==> config.mk <==
export PLATFORM = sky130hd
export DESIGN_NAME = spart_host_driver
export DESIGN_NICKNAME = d
export VERILOG_FILES = /design/src/rtl/spart_host_driver.sv
export SDC_FILE = /design/constraint.sdc
export NUM_CORES = 1
export LEC_CHECK = 0
export CAP_MARGIN = 20
export CORE_MARGIN = 5
export CORE_UTILIZATION = 35
export DETAILED_ROUTE_END_ITERATION = 12
export GPL_TIMING_DRIVEN = 0
export PLACE_DENSITY = 0.63
export SYNTH_ARGS = -nofsm -noshare
export SYNTH_HDL_FRONTEND = slang
export SYNTH_SLANG_ARGS = --single-unit
==> constraint.sdc <==
create_clock -name clk -period 3.25 [get_ports clk]
set_input_delay 0.4875 -clock clk [delete_from_list [all_inputs] [get_ports clk]]
set_output_delay 0.4875 -clock clk [all_outputs]
set_load 0.01 [all_outputs]
==> src/rtl/spart_host_driver.sv <==
// Host-side bus master for the mini SPART: programs the baud divisor, then echoes RX to TX.
// Optional macro SPART_DRV_UPCASE_EN converts lower-case echoes to upper case.
module spart_host_driver #(
    parameter logic [15:0] DB_4800  = 16'h0515,
    parameter logic [15:0] DB_9600  = 16'h028A,
    parameter logic [15:0] DB_19200 = 16'h0145,
    parameter logic [15:0] DB_38400 = 16'h00A2
) (
    input  logic       clk,
    input  logic       rst,
    input  logic [1:0] br_cfg,
    output logic       iocs,
    output logic       iorw,
    output logic [1:0] ioaddr,
    output logic [7:0] databus_out,
    input  logic [7:0] databus_in,
    output logic [7:0] last_char,
    output logic [7:0] echo_count
);

    typedef enum logic [2:0] {
        S_IDLE,
        S_INIT_LO,
        S_INIT_HI,
        S_POLL_RX,
        S_READ_RX,
        S_POLL_TX,
        S_WRITE_TX
    } state_t;

    state_t      r_state;
    state_t      w_next;
    logic [1:0]  r_br_cfg_q;
    logic [7:0]  r_char;
    logic [7:0]  r_last_char;
    logic [7:0]  r_echo_count;
    logic [15:0] w_div;
    logic [7:0]  w_tx_char;

    always_comb begin
        w_div = DB_4800;
        case (r_br_cfg_q)
            2'b00:   w_div = DB_4800;
            2'b01:   w_div = DB_9600;
            2'b10:   w_div = DB_19200;
            default: w_div = DB_38400;
        endcase
    end

`ifdef SPART_DRV_UPCASE_EN
    // 'a'..'z' differ from 'A'..'Z' only in bit 5
    assign w_tx_char = (r_char >= 8'h61 && r_char <= 8'h7A) ?
                       (r_char & 8'hDF) : r_char;
`else
    assign w_tx_char = r_char;
`endif

    always_ff @(posedge clk) begin
        if (rst) begin
            r_state      <= S_IDLE;
            r_br_cfg_q   <= br_cfg;
            r_char       <= 8'h00;
            r_last_char  <= 8'h00;
            r_echo_count <= 8'h00;
        end else begin
            r_state <= w_next;
            if (w_next == S_INIT_LO && r_state != S_INIT_LO)
                r_br_cfg_q <= br_cfg;
            if (r_state == S_READ_RX) begin
                r_char      <= databus_in;
                r_last_char <= databus_in;
            end
            if (r_state == S_WRITE_TX)
                r_echo_count <= r_echo_count + 8'h01;
        end
    end

    always_comb begin
        w_next      = r_state;
        iocs        = 1'b1;
        iorw        = 1'b1;
        ioaddr      = 2'b00;
        databus_out = 8'h00;
        unique case (r_state)
            S_IDLE: begin
                iocs   = 1'b0;
                w_next = S_INIT_LO;
            end
            S_INIT_LO: begin
                iorw        = 1'b0;
                ioaddr      = 2'b10;
                databus_out = w_div[7:0];
                w_next      = S_INIT_HI;
            end
            S_INIT_HI: begin
                iorw        = 1'b0;
                ioaddr      = 2'b11;
                databus_out = w_div[15:8];
                w_next      = S_POLL_RX;
            end
            S_POLL_RX: begin
                ioaddr = 2'b01;
                // baud changes are only honoured between echoes
                if (br_cfg != r_br_cfg_q)
                    w_next = S_INIT_LO;
                else if (databus_in[0])
                    w_next = S_READ_RX;
            end
            S_READ_RX: begin
                ioaddr = 2'b00;
                w_next = S_POLL_TX;
            end
            S_POLL_TX: begin
                ioaddr = 2'b01;
                if (databus_in[1])
                    w_next = S_WRITE_TX;
            end
            S_WRITE_TX: begin
                iorw        = 1'b0;
                ioaddr      = 2'b00;
                databus_out = w_tx_char;
                w_next      = S_POLL_RX;
            end
            default: begin
                iocs   = 1'b0;
                w_next = S_IDLE;
            end
        endcase
    end

    assign last_char  = r_last_char;
    assign echo_count = r_echo_count;

endmodule

Yosys cells after proc, flatten, opt, wreduce, memory -nomap -nowiden --
Cells that the tools add are included. W data, S select, Z words.
Word-level totals: output and inout port bits 28, memories 0, logic and storage cells 35, latch bits 0, bits in read-only memories 0, bits in writable memories 0, input bits 12, bits in registers 21
Operators by class: equality and inequality tests 11, multiplexer cells 11, multiply operators 0, add/sub/neg operators 1, div/mod/pow operators 0, bitwise gates (word level) 0, reduce and logical (&&, ||, !) cells 8, shifts and indexed selects 0, order comparisons 0
Operator list (count):
- $pmux W11 S3 | 1
- $pmux W8 S3 | 1
- $pmux W3 S6 | 1
- $eq A3 B3 Y1 const B | 3
- $mux W3 | 3
- $add A8 B1 Y8 const B | 1
- $eq A3 B1 Y1 const B | 2
- $eq A3 B2 Y1 const B | 2
- $pmux W2 S3 | 1
- $reduce_or A6 Y1 | 1
- $mux W2 | 2
- $reduce_or A2 Y1 | 2
- $logic_not A3 Y1 | 1
- $ne A3 B1 Y1 const B | 1
- $reduce_or A3 Y1 | 1
- $eq A2 B1 Y1 const B | 1
- $eq A2 B2 Y1 const B | 1
- $logic_not A2 Y1 | 1
- $mux W1 | 2
- $ne A2 B2 Y1 | 1
- $reduce_bool A2 Y1 | 1
- $logic_and A1 B1 Y1 | 1

Logic depth before layout (Yosys ltp) --
depth after elaboration 7, gate-level depth with buffers 5, mapped depth without buffers 4

Worst setup path before layout --
OpenSTA, ideal clock, no wires.
kind register to output, start point reg r_state[2], end point out databus_out[3], slack 1.593 ns, data required time 2.762 ns, path buffers 1, stages on the path, launching flop included 5, data arrival time 1.170 ns, path through dfxtp_1 > buf_2 > nor3b_2 > nand2_1 > o21ai_0
Between the ends: longest elaborated chain between the ends 2, elaborated cells on any way between the ends 4, those cells by class eq/ne (3); mux (1)
Ends and longest elaborated chain:
- start: declaration | RTL line 31 | state_t r_state;
- start signal: assignment | RTL line 66 | r_state <= w_next;
- $eq A3 B3 Y1 (tied with other cells) | RTL line 84 | unique case (r_state)
- $pmux W8 S3 * | RTL line 84
- end: declaration | RTL line 15 | output logic [7:0] databus_out,
Every way passes the cells marked *; elsewhere a longest branch is shown, timed or not.

Worst setup path after layout --
Same ends and word-level chain as after synthesis.

==> results.md <==
- DRT antenna net count: 0
- Critical path required time: 2760 ps
- GR Layer Usage met3: 4.615%
- Layout net count: about 180
- Post-cts repair resize count: 0
- Tot GR Track Use: 13.79%
- Worst Path Arrival: 2070 ps
- Grt peak-use layer: met2
- Synth area leader: dfxtp_1
- IO Pins: 40
- Clk_lat worst skew: 310 ps
- H-tree depth: 1
- Vias: 1,037
- Core Box Area: 3003 um2
- Clock power share: between 20% and 30%
- Clk sinks: 21
- Gpl congestion: 0.7905
- RSZ-0062 raised after global routing: false
- Diodes inserted: 0
- Vias per cell: 5.237
- Crit-path max FO: 10
- # setup viols final: 0
- Drt first-iter violations: 37
- Post CTS Setup Buffer Count: 0
- WL final: 2.734 mm
- Avg Inst Size Synth: 8.799 um2
- Mapped Cells: 122
- Post-synth EDFFs: 2
- Number of library cell types mapped by synthesis: 32
- Die ar.: 4275 um2
- Switch Pwr: 0.1639 mW
- First-pass GRT wire length: ~4.7 mm
- Hold/Removal Path Class: register to register
- Setup crit end kind: output pin
- Max Fclk: approximately 390 MHz
- Synth Net Count: 135
- Area Growth Syn to Fin: 42.77%
- Count leader, synth: dfxtp_1
- Peak VDD IR: 0.0002008 V
- P_int: 0.3959 mW
- Worst-path clk slew: 130 ps
- Setup Slack @ Placement: 998.6 ps
- Met2 usage: between 20% and 30%
- Initial antenna violation count: 0
- Max cap viols: 0
- Synthesized flop and latch total: 21
- Half-perimeter wire length after placement: approximately 2.1 mm
- Setup TNS: 0 ps
- Logic gate share of total power: 26.6%
- Starting density of the core: 35.75%
- Rows: 20
- Grt met1 use: 16.42%
- Cts hold-fix bufs: 0
- Final hold vios: 0
- Pwr Density: 365.2 nW/um2
- Tmin final: 2560 ps
- TritonCTS clock tree: yes
- Vias in the first global route: between 1k and 1.5k
- CP Launch Type: register
- Synthesized area: 1074 um2
- Max_slew headroom: between 60% and 70%
- Clock root buffer master: clkbuf_4
- Slew Viols, Final: 0
- Largest net degree at the start of global routing: 13
- CTS Buf Count: 3
- Synthesis Warnings: 0
- Switching Share: 29.28%
- Status: complete, no violations
- DRC Markers: 0
- Lkg Pwr: 0.5296 nW
- Layout cells sized above 1: 6.667%
- Top-area cell type share of the netlist area: 35.43%
- Port bufs: 39
- FF-to-FF setup slack: 1630 ps
- Seq/Total Area, Yosys: 41.03%
- Final period utilization: 78.78%
- Worst Max-Slew Pin Slew: 458.5 ps
- Wire per inst: roughly 14 um
- Commonest cells in the netlist: 19 x dfxtp_1, 11 x nand2_1, 10 x nor2_1, 9 x a21oi_1, 9 x mux2i_1
- Synth async-reset ratio: 0%
- Die W: between 60 and 70 um
- Bufs on Longest Clock Path: 2
- Synth Flop Type: dfxtp_1
- Die Y: 65.38 um
- Setup CP Type: register to output pin
- TritonRoute pass-1 iters: 4
- Flop pwr share: 50.2%
- Layout Skew: between 9 and 10 ps
- Fill count: ~290
- Dominant cells by area after synthesis: dfxtp_1 35%, mux2i_1 8.4%, edfxtp_1 5.6%
- Fin worst setup slack: roughly 690 ps
- Overflow after GRT: 0
==> critical path, cell delays in order (launching register included) <==
cell and delay [ps]:
dfxtp_1 380, buf_2 200, nor3b_2 340, nand2_1 130, o21ai_0 170, clkdlybuf4s50_1 560
==> cell usage in the layout (no fill, tap or decap), drive strengths merged <==
cell            n
clkdlybuf4s50  39
o31ai           5
or4             4
a311oi          1
nand2          11
o2bb2ai         1
a22o            1
clkbuf          5
nand3b          1
buf             5
a2111oi         2
a211oi          1
inv             7
or3             4
o21ai           5
ha              1
mux2i           9
nand3           4
dfxtp          19
o22ai           1
edfxtp          2
nor3b           2
nand2b          3
clkinv          1
nor3            3
o21a            2
nand4           1
a32o            2
nor2           10
a21oi           9
and3b           1
xnor2           3
==> per-layer routing <==
metal,vias up,routed length (um)
li1,529,-
met1,470,1191
met4,0,12
met2,36,1366
met3,2,164
met5,-,0
==> power by group through the flow <==
stage / Sequential, mW / Clock, mW / Combinational [mW]
after floorplan: 0.284 / 0 / 0.0761
after global placement: 0.287 / 0 / 0.148
after detailed placement: 0.287 / 0 / 0.148
after CTS: 0.281 / 0.137 / 0.150
after global routing: 0.283 / 0.146 / 0.163
final: 0.281 / 0.130 / 0.149
==> worst paths after layout <==
path	cells after the start	endpoint	from
hold reg to reg	2	echo_count[7]	echo_count[7]
setup reg to reg	3	r_br_cfg_q[1]	r_br_cfg_q[1]
hold / removal	2	echo_count[7]	echo_count[7]
setup / recovery	5	databus_out[3]	r_state[2]
==> sequential cells by signal, indices dropped and copies added, names as in the netlist <==
name and count:
last_char 8, r_br_cfg_q 2, echo_count 8, r_state 3
==> cell type report <==
| class | instances | area, um2 | share of cell area (%) |
|---|---|---|---|
| multi-input combinational | 87 | 571.8 | 37.31 |
| clock buffer | 3 | 22.52 | 1.469 |
| inverter | 7 | 26.28 | 1.714 |
| sequential | 21 | 440.4 | 28.73 |
| tap | 33 | 41.29 | 2.694 |
| clock inverter | 1 | 5.005 | 0.3265 |
| buffer | 7 | 35.03 | 2.286 |
| timing repair buffer | 39 | 390.4 | 25.47 |
==> metrics by stage <==
stage,power [mW],hold slack [ps],instance area (um2),instances,utilization (%)
after global routing,0.5916,521.9,1533,198,51.04
after CTS,0.5676,503.1,1533,198,51.04
after global placement,0.4350,473.9,1505,194,50.13
final,0.5598,494.9,1533,198,51.04
after floorplan,0.3598,495.9,1074,122,-
after detailed placement,0.4348,485.2,1505,194,50.13
==> kinds of logic after synthesis <==
logic type | count (synthesis) | share of synthesized area, %
buffers and inverters | 14 | 5.712
adder cells (fa/ha/maj) | 1 | 1.165
AND/OR/NAND/NOR | 44 | 22.61
multiplexers | 9 | 8.392
flip-flops | 21 | 41.03
AO/OA/AOI/OAI | 30 | 18.65
XOR/XNOR | 3 | 2.448
(Power assumes the default switching activity.)
